### config.mk
export PLATFORM = sky130hd
export DESIGN_NAME = exibe_sequencia
export DESIGN_NICKNAME = d
export VERILOG_FILES = /design/src/rtl/exibe_sequencia.sv
export SDC_FILE = /design/constraint.sdc
export NUM_CORES = 1
export LEC_CHECK = 0
export CAP_MARGIN = 20
export CORE_ASPECT_RATIO = 1.75
export CORE_MARGIN = 2
export CORE_UTILIZATION = 40
export CTS_BUF_LIST = sky130_fd_sc_hd__clkbuf_2
export CTS_CLUSTER_SIZE = 28
export DETAILED_ROUTE_END_ITERATION = 8
export GPL_ROUTABILITY_DRIVEN = 0
export PLACE_DENSITY = 0.61
export SYNTH_ARGS = -nofsm -noshare
export SYNTH_HDL_FRONTEND = slang
export SYNTH_SLANG_ARGS = --single-unit
export TNS_END_PERCENT = 20
### constraint.sdc
create_clock -name clock -period 1.4 [get_ports clock]
set_clock_uncertainty 0.1 [all_clocks]
set_input_delay 0.35 -clock clock [delete_from_list [all_inputs] [get_ports clock]]
set_output_delay 0.35 -clock clock [all_outputs]
set_load 0.02 [all_outputs]
### src/rtl/exibe_sequencia.sv
// ============================================================================
// Module   : exibe_sequencia
// Function : Presents the stored play sequence on the LEDs, one play at a time.
// Revision : 1.0
// ============================================================================
`default_nettype none

module exibe_sequencia #(
    parameter int T_ON  = 1000,
    parameter int T_OFF = 500,
    parameter int TW    = 16
) (
    input  logic       clock,
    input  logic       reset,
    input  logic       iniciar,
    input  logic [3:0] limite,
    input  logic [3:0] dado,
    output logic [3:0] endereco,
    output logic [3:0] leds,
    output logic       exibindo,
    output logic       pronto,
    output logic [3:0] db_estado
);

    typedef enum logic [3:0] {
        INICIAL = 4'h0,
        CARREGA = 4'h1,
        MOSTRA  = 4'h2,
        APAGA   = 4'h3,
        PROXIMO = 4'h4,
        FIM     = 4'hF
    } estado_t;

    localparam logic [TW-1:0] ON_LAST  = TW'(T_ON - 1);
    localparam logic [TW-1:0] OFF_LAST = TW'(T_OFF - 1);

    estado_t       estado;
    estado_t       estado_prox;
    logic [TW-1:0] timer;
    logic [3:0]    limite_reg;
    logic          fim_on;
    logic          fim_off;
    logic          ultimo;

    assign fim_on  = (timer == ON_LAST);
    assign fim_off = (timer == OFF_LAST);
    assign ultimo  = (endereco == limite_reg);

    always_ff @(posedge clock or posedge reset) begin
        if (reset) begin
            estado <= INICIAL;
        end else begin
            estado <= estado_prox;
        end
    end

    always_comb begin
        estado_prox = estado;
        case (estado)
            INICIAL: if (iniciar) estado_prox = CARREGA;
            CARREGA: estado_prox = MOSTRA;
            MOSTRA:  if (fim_on) estado_prox = APAGA;
            APAGA:   if (fim_off) estado_prox = ultimo ? FIM : PROXIMO;
            PROXIMO: estado_prox = CARREGA;
            FIM:     estado_prox = INICIAL;
            default: estado_prox = INICIAL;
        endcase
    end

    // The address advances on the apaga exit edge so that, with the memory's
    // registered read, dado already holds the new play by the end of carrega.
    always_ff @(posedge clock or posedge reset) begin
        if (reset) begin
            endereco   <= 4'h0;
            leds       <= 4'h0;
            timer      <= '0;
            limite_reg <= 4'h0;
        end else begin
            case (estado)
                INICIAL: begin
                    endereco <= 4'h0;
                    leds     <= 4'h0;
                    timer    <= '0;
                    if (iniciar) limite_reg <= limite;
                end
                CARREGA: begin
                    leds  <= dado;
                    timer <= '0;
                end
                MOSTRA: begin
                    if (fim_on) begin
                        timer <= '0;
                        leds  <= 4'h0;
                    end else begin
                        timer <= timer + 1'b1;
                    end
                end
                APAGA: begin
                    if (fim_off) begin
                        timer    <= '0;
                        endereco <= ultimo ? 4'h0 : endereco + 4'h1;
                    end else begin
                        timer <= timer + 1'b1;
                    end
                end
                PROXIMO: begin
                    timer <= '0;
                end
                FIM: begin
                    endereco <= 4'h0;
                    leds     <= 4'h0;
                    timer    <= '0;
                end
                default: begin
                    endereco <= 4'h0;
                    leds     <= 4'h0;
                    timer    <= '0;
                end
            endcase
        end
    end

    assign exibindo  = (estado == CARREGA) || (estado == MOSTRA) ||
                       (estado == APAGA)   || (estado == PROXIMO);
    assign pronto    = (estado == FIM);
    assign db_estado = estado;

endmodule

`default_nettype wire
==> results of run 1 <==
## cells by family after synthesis
family | count (synthesis) | synth area share [%]
buf+inv | 15 | 4.661
compound gates | 35 | 13.57
xor+xnor | 19 | 9.116
fa+ha+maj | 2 | 1.371
simple gates | 66 | 24.40
mux | 5 | 3.016
flops | 32 | 43.87
## per-layer routing
metal / vias to the layer above / part of all wire (%) / GRT usage [%]
li1: 802 / - / -
met1: 805 / 35 / 19.56
met2: 27 / 60 / 39.58
met3: 12 / 2.4 / 3.994
met4: 0 / 2.6 / 7.520
met5: - / 0 / 0
## stage by stage
stage	util [%]	instance area, um^2	setup TNS [ns]	worst slack (ns)
2_1_floorplan	-	1888	-3.430	-0.1511
3_3_place_gp	57.27	2522	-7.819	-0.3747
3_5_place_dp	57.27	2522	-8.521	-0.4172
4_1_cts	60.43	2661	-7.572	-0.4085
5_1_grt	63.55	2799	-10.77	-0.4517
6_report	63.55	2799	-7.526	-0.3926
## final timing paths
kind,slack [ns],endpoint,from,cells past startpoint
worst max-delay path,-0.39,exibindo,db_estado[0]$_DFFE_PP0P_,3
worst min-delay path,0.18,leds[1]$_DFFE_PP0P_,reset,3
worst min register to register,0.44,leds[2]$_DFFE_PP0P_,leds[2]$_DFFE_PP0P_,2
worst max register to register,-0.23,timer[13]$_DFF_PP0_,timer[14]$_DFF_PP0_,5
min in group clock,0.41,leds[2]$_DFFE_PP0P_,dado[2],3
max in group asynchronous,0.82,db_estado[0]$_DFFE_PP0P_,reset,3
## power by group through the flow
stage                     Combinational, mW  Clock (mW)  Sequential (mW)
after floorplan                      0.0179           0            0.958
after global placement               0.0782           0            0.950
after detailed placement             0.0799           0            0.951
after CTS                            0.0755       0.473            0.934
after global routing                 0.0827       0.507            0.936
final                                0.0750       0.459            0.934
## critical path: stages, from the launching register on
cell and delay (ns):
dfrtp_2 0.46, nor3_2 0.30, nor3_4 0.08, buf_6 0.13
## cells in the final DEF, fill, tap and decap left out, types with 5 or more instances in the layout
master / count
buf_4: 47
nand4_1: 5
inv_1: 9
nand3_1: 6
a21oi_2: 14
buf_6: 16
nand2_1: 11
clkdlybuf4s50_1: 10
clkbuf_2: 7
xor2_1: 5
dfrtp_1: 28
xnor2_1: 14
## final cells by class
class	instances	area (um^2)
clock buffers	7	35.03
clock inverters	1	3.754
fillers	358	1605
inverters	9	33.78
multi-input cells	127	1094
flip-flops and latches	32	805.8
well taps	51	63.81
repair buffers	82	763.2
## repair_timing
item | in CTS | in global routing
resized for setup | 89 | 19
hold endpoints to repair | 0 | 0
pin swaps | 11 | 11
gates cloned | 0 | 2
setup buffers | 8 | 1
endpoints found under the setup margin | 46 | 46
==> results.yml, run 1 <==
status:
  run_status: "finished with violations"
  violations: "negative setup slack"
timing:
  slew_viol_final: 0
  fmax_mhz: 557.8
  setup_viol: 42
  tightestPinTransition_ns: 0.3388
  hold_viol: 0
  setup_slack_ns: -0.3926
  hold_ws_ns: 0.1839
  period_needed_ns: 1.793
  fin_crit_sh_pct: 128.0
  max_slew_margin_pct: 77.21
  rsz0062_at_grt: "yes"
clock_network:
  htree_levels: 2
  cts-root-buf: "clkbuf_2"
  cts.sinks: 32
  path_clk_slew_ns: 0.16
  tritoncts: "done"
  clockBufferDepth: 2
  clk_latency_ns: 0.38
  numCtsBuffers: 5
  ctsHoldBuffers: 0
synthesis:
  yosysTopAreaCellShare_pct: 43.87
  synthCells: 174
  synth_seq_cells: 32
  synth-async-reset-ratio_pct: 100.0
  synth_edf_count: 0
  yosysMostFrequentCell: "dfrtp_1"
  ys_types: 44
  synth_top_cell_by_area: "dfrtp_1"
  yosys_warnings: 0
  synth_flop_cell: "dfrtp_1"
  syn-num-nets: 187
  synth_common_cells: "dfrtp_1 (32), nand2_1 (14), xnor2_1 (14)"
  yosysSeqAreaShare_pct: 43.87
  syn_area_um2: 1826
  synth_area_per_cell_um2: 10.49
  yosys-top-cells-area: "dfrtp_1 (44%), xnor2_1 (6.7%), a21oi_2 (4.8%)"
floorplan:
  pin_count: 25
  start_util_pct: 41.45
  fp.dieW_um: 55.07
  core_um2: 4404
  dieArea_um2: 5141
  rows: 32
  chipHeight_um: 93.37
finish:
  areaGrowthSynthToFinish_pct: 53.32
  layout-drive-gt1-share_pct: 50.78
  n_antenna_cell: 0
  regMostFlops: "timer"
  nets: 270
  largest_reg_flops: 16
  fin_cells: 309
power:
  power_density_nw_per_um2: 524.3
  pwr-share-seq_pct: 63.6
  peakVddDrop_mv: 0.4623
  power.clock.fraction_pct: 31.2
  totalPowerFinal_mw: 1.468
  p_int_mw: 1.103
  pwr-share-comb_pct: 5.1
  p_leak_nw: 1.221
  p_sw_uw: 364.7
  p_sw_share_pct: 24.85
global_routing:
  grt_start_max_net_pins: 33
  grt_util_all_layers_pct: 20.51
  antenna_found_initial: 0
  grt_pass1_wl_mm: 7.603
  overflow: 0
  grt_pass1_vias: 1727
drt:
  dr.pass1.iters: 4
  drc: 0
  dr.first_iter.drc_count: 35
  vias_per_cell: 5.327
  drt-total-wl_mm: 4.915
  wl_per_cell_um: 15.91
  drtAntennaViolNets: 0
  vias: 1646
placement:
  hpwl_mm: 3.399
  dpl.cell_count: 290
  port_buffers: 24
setup_path:
  cp-end-kind: "output pin"
  worstSetupPathType: "flip-flop to output pin"
  crit_required_ns: 0.95
  path_max_fanout: 3
  start_kind: "flip-flop"
  arrival_ns: 1.34
run:
  cap_violations: 0
min_path:
  hold_path_class: "input port to async pin"
Note: power is estimated with default switching activity, not from simulation.
==> run 2, diff against run 1 <==
Settings changed: SLEW_MARGIN set to 20.
Clock period 1.4 ns to 1.5 ns, I/O delays scaled along.
==> results.yml, run 2 (synthesis results as in run 1) <==
power:
  power_density_nw_per_um2: 496.7
  p_leak_nw: 1.178
  totalPowerFinal_mw: 1.345
  peakVddDrop_mv: 0.4011
setup_path:
  cp.depth: 3
  start_kind: "flip-flop"
  critPathMaxStageDelay_ns: 0.45
  arrival_ns: 1.31
  critPathBufInv: 1
  path_max_fanout: 4
  reg2reg_to: "timer[13]$_DFF_PP0_"
  worstRegToRegCells: 6
  cp-end-kind: "output pin"
  ff2ff_setup_slack_ns: -0.18
  cp_cell_sequence: "o21a_1 -> nor3_4 -> buf_6"
  r2r_start: "timer[10]$_DFF_PP0_"
  crit_family: "flip-flops"
  slowest_stage: "dfrtp_1"
  crit_required_ns: 1.02
  worstSetupPathType: "flip-flop to output pin"
drt:
  drt-total-wl_mm: 4.808
  wl_per_cell_um: 15.71
  vias_per_cell: 5.389
  dr.pass1.iters: 4
  vias: 1649
  drc: 0
  drtAntennaViolNets: 0
  dr.first_iter.drc_count: 38
finish:
  areaGrowthSynthToFinish_pct: 48.39
  nFillCells: 381
  regMostFlops: "timer"
  final_cell_area_um2: 2709
  layout_commonest_cell: "buf_4"
  layout-drive-gt1-share_pct: 47.45
  nets: 267
  n_antenna_cell: 0
  layout_common_cells: "buf_4 (49), dfrtp_1 (29), xnor2_1 (14), a21oi_2 (14), nand2_1 (13)"
  largest_reg_flops: 16
timing:
  tightestPinTransition_ns: 0.3850
  slew_viol_final: 0
  period_needed_ns: 1.785
  finalSetupTns_ns: -5.148
  max_slew_margin_pct: 74.15
  fmax_mhz: 560.3
  setup_viol: 37
  rsz0062_at_grt: "yes"
  setup_slack_ns: -0.2847
  hold_viol: 0
  fin_crit_sh_pct: 119.0
  hold_ws_ns: 0.2190
status:
  violations: "negative setup slack"
  run_status: "finished with violations"
global_routing:
  grt_util_all_layers_pct: 21.17
  grt_start_max_net_pins: 33
  antenna_found_initial: 0
  grt_pass1_wl_mm: 7.921
  grt_pass1_vias: 1695
  overflow: 0
floorplan:
  dieArea_um2: 5141
  pin_count: 25
  core_um2: 4404
  start_util_pct: 41.45
  fp.dieW_um: 55.07
  rows: 32
  chipHeight_um: 93.37
placement:
  hpwl_mm: 3.522
  port_buffers: 24
  place_area_um2: 2550
clock_network:
  htree_levels: 2
  clockBufferDepth: 2
  cts-root-buf: "clkbuf_2"
  clk_latency_ns: 0.36
  cts.sinks: 32
  path_clk_slew_ns: 0.18
  ctsHoldBuffers: 0
  numCtsBuffers: 5
  tritoncts: "done"
min_path:
  hold_path_class: "input port to async pin"
run:
  cap_violations: 0
-- run 2: changes by cell type in the layout (fill, tap and decap cells not counted), moves of 2 or more --
cell,delta
buf_6,-6
o21ai_0,-3
o21ai_1,+3
buf_4,+2
clkbuf_2,-2
clkinv_2,+2
nand2_1,+2
nor2_4,-2
-- run 2: metrics by stage --
| stage | cells | util, % | worst slack (ns) |
|---|---|---|---|
| 4_1_cts | 301 | 58.55 | -0.3170 |
| 5_1_grt | 306 | 61.51 | -0.3704 |
| 3_5_place_dp | 293 | 57.90 | -0.3396 |
| 3_3_place_gp | 293 | 57.90 | -0.3096 |
| 6_report | 306 | 61.51 | -0.2847 |
| 2_1_floorplan | 174 | - | -0.07724 |
-- run 2: worst reg2reg max path, delay by kind of cell (launching register included) --
kind | cells | cell delay, ns
AOI/OAI and AO/OA | 1 | 0.07
buffers and inverters | 2 | 0.34
DFF | 1 | 0.44
and+or+nand+nor | 3 | 0.63
-- run 2: worst max-delay path by stage --
stage	startpoint	endpoint	slack, ns
final	db_estado[1]$_DFFE_PP0P_	exibindo	-0.28
after global routing	db_estado[1]$_DFFE_PP0P_	exibindo	-0.37
after CTS	db_estado[1]$_DFFE_PP0P_	exibindo	-0.32
after detailed placement	db_estado[0]$_DFFE_PP0P_	exibindo	-0.34
after global placement	db_estado[0]$_DFFE_PP0P_	exibindo	-0.31
after floorplan	db_estado[1]$_DFFE_PP0P_	endereco[1]$_DFFE_PP0P_	-0.08
-- run 2: power breakdown --
part / switching, mW / total [mW] / internal [mW]
Sequential: 0.00288 / 0.872 / 0.869
Clock: 0.301 / 0.406 / 0.105
Combinational: 0.0336 / 0.0682 / 0.0346
Total: 0.337 / 1.35 / 1.01
-- run 2: repair_timing --
item / CTS / global route
gates cloned: 0 / 1
buffers inserted: 0 / 4
pin swaps: 12 / 10
hold endpoints to repair: 0 / 0
setup endpoints to repair: 46 / 42
gates resized for setup: 73 / 23
-- run 2: layout make-up --
type / instances / area [um^2] / area share [%]
multi-input combinational: 127 / 1057 / 39.03
sequential: 32 / 804.5 / 29.70
timing repair buffer: 79 / 710.7 / 26.24
clock inverter: 3 / 13.76 / 0.5081
clock buffer: 5 / 25.02 / 0.9238
tap: 51 / 63.81 / 2.356
inverter: 9 / 33.78 / 1.247
-- run 2: per-layer routing --
layer	vias to the layer above	part of all wire [%]	GRT usage [%]
met5	-	0	0
met4	0	1.1	7.114
met3	6	2.5	4.153
met2	33	60	38.99
met1	816	37	22.46
li1	794	-	-
==> run 3, diff against run 2 <==
Settings changed: GPL_ROUTABILITY_DRIVEN 0 to unset.
==> results of run 3 <==
Same layout as run 2: the final DEF is identical, and so are final timing and power.
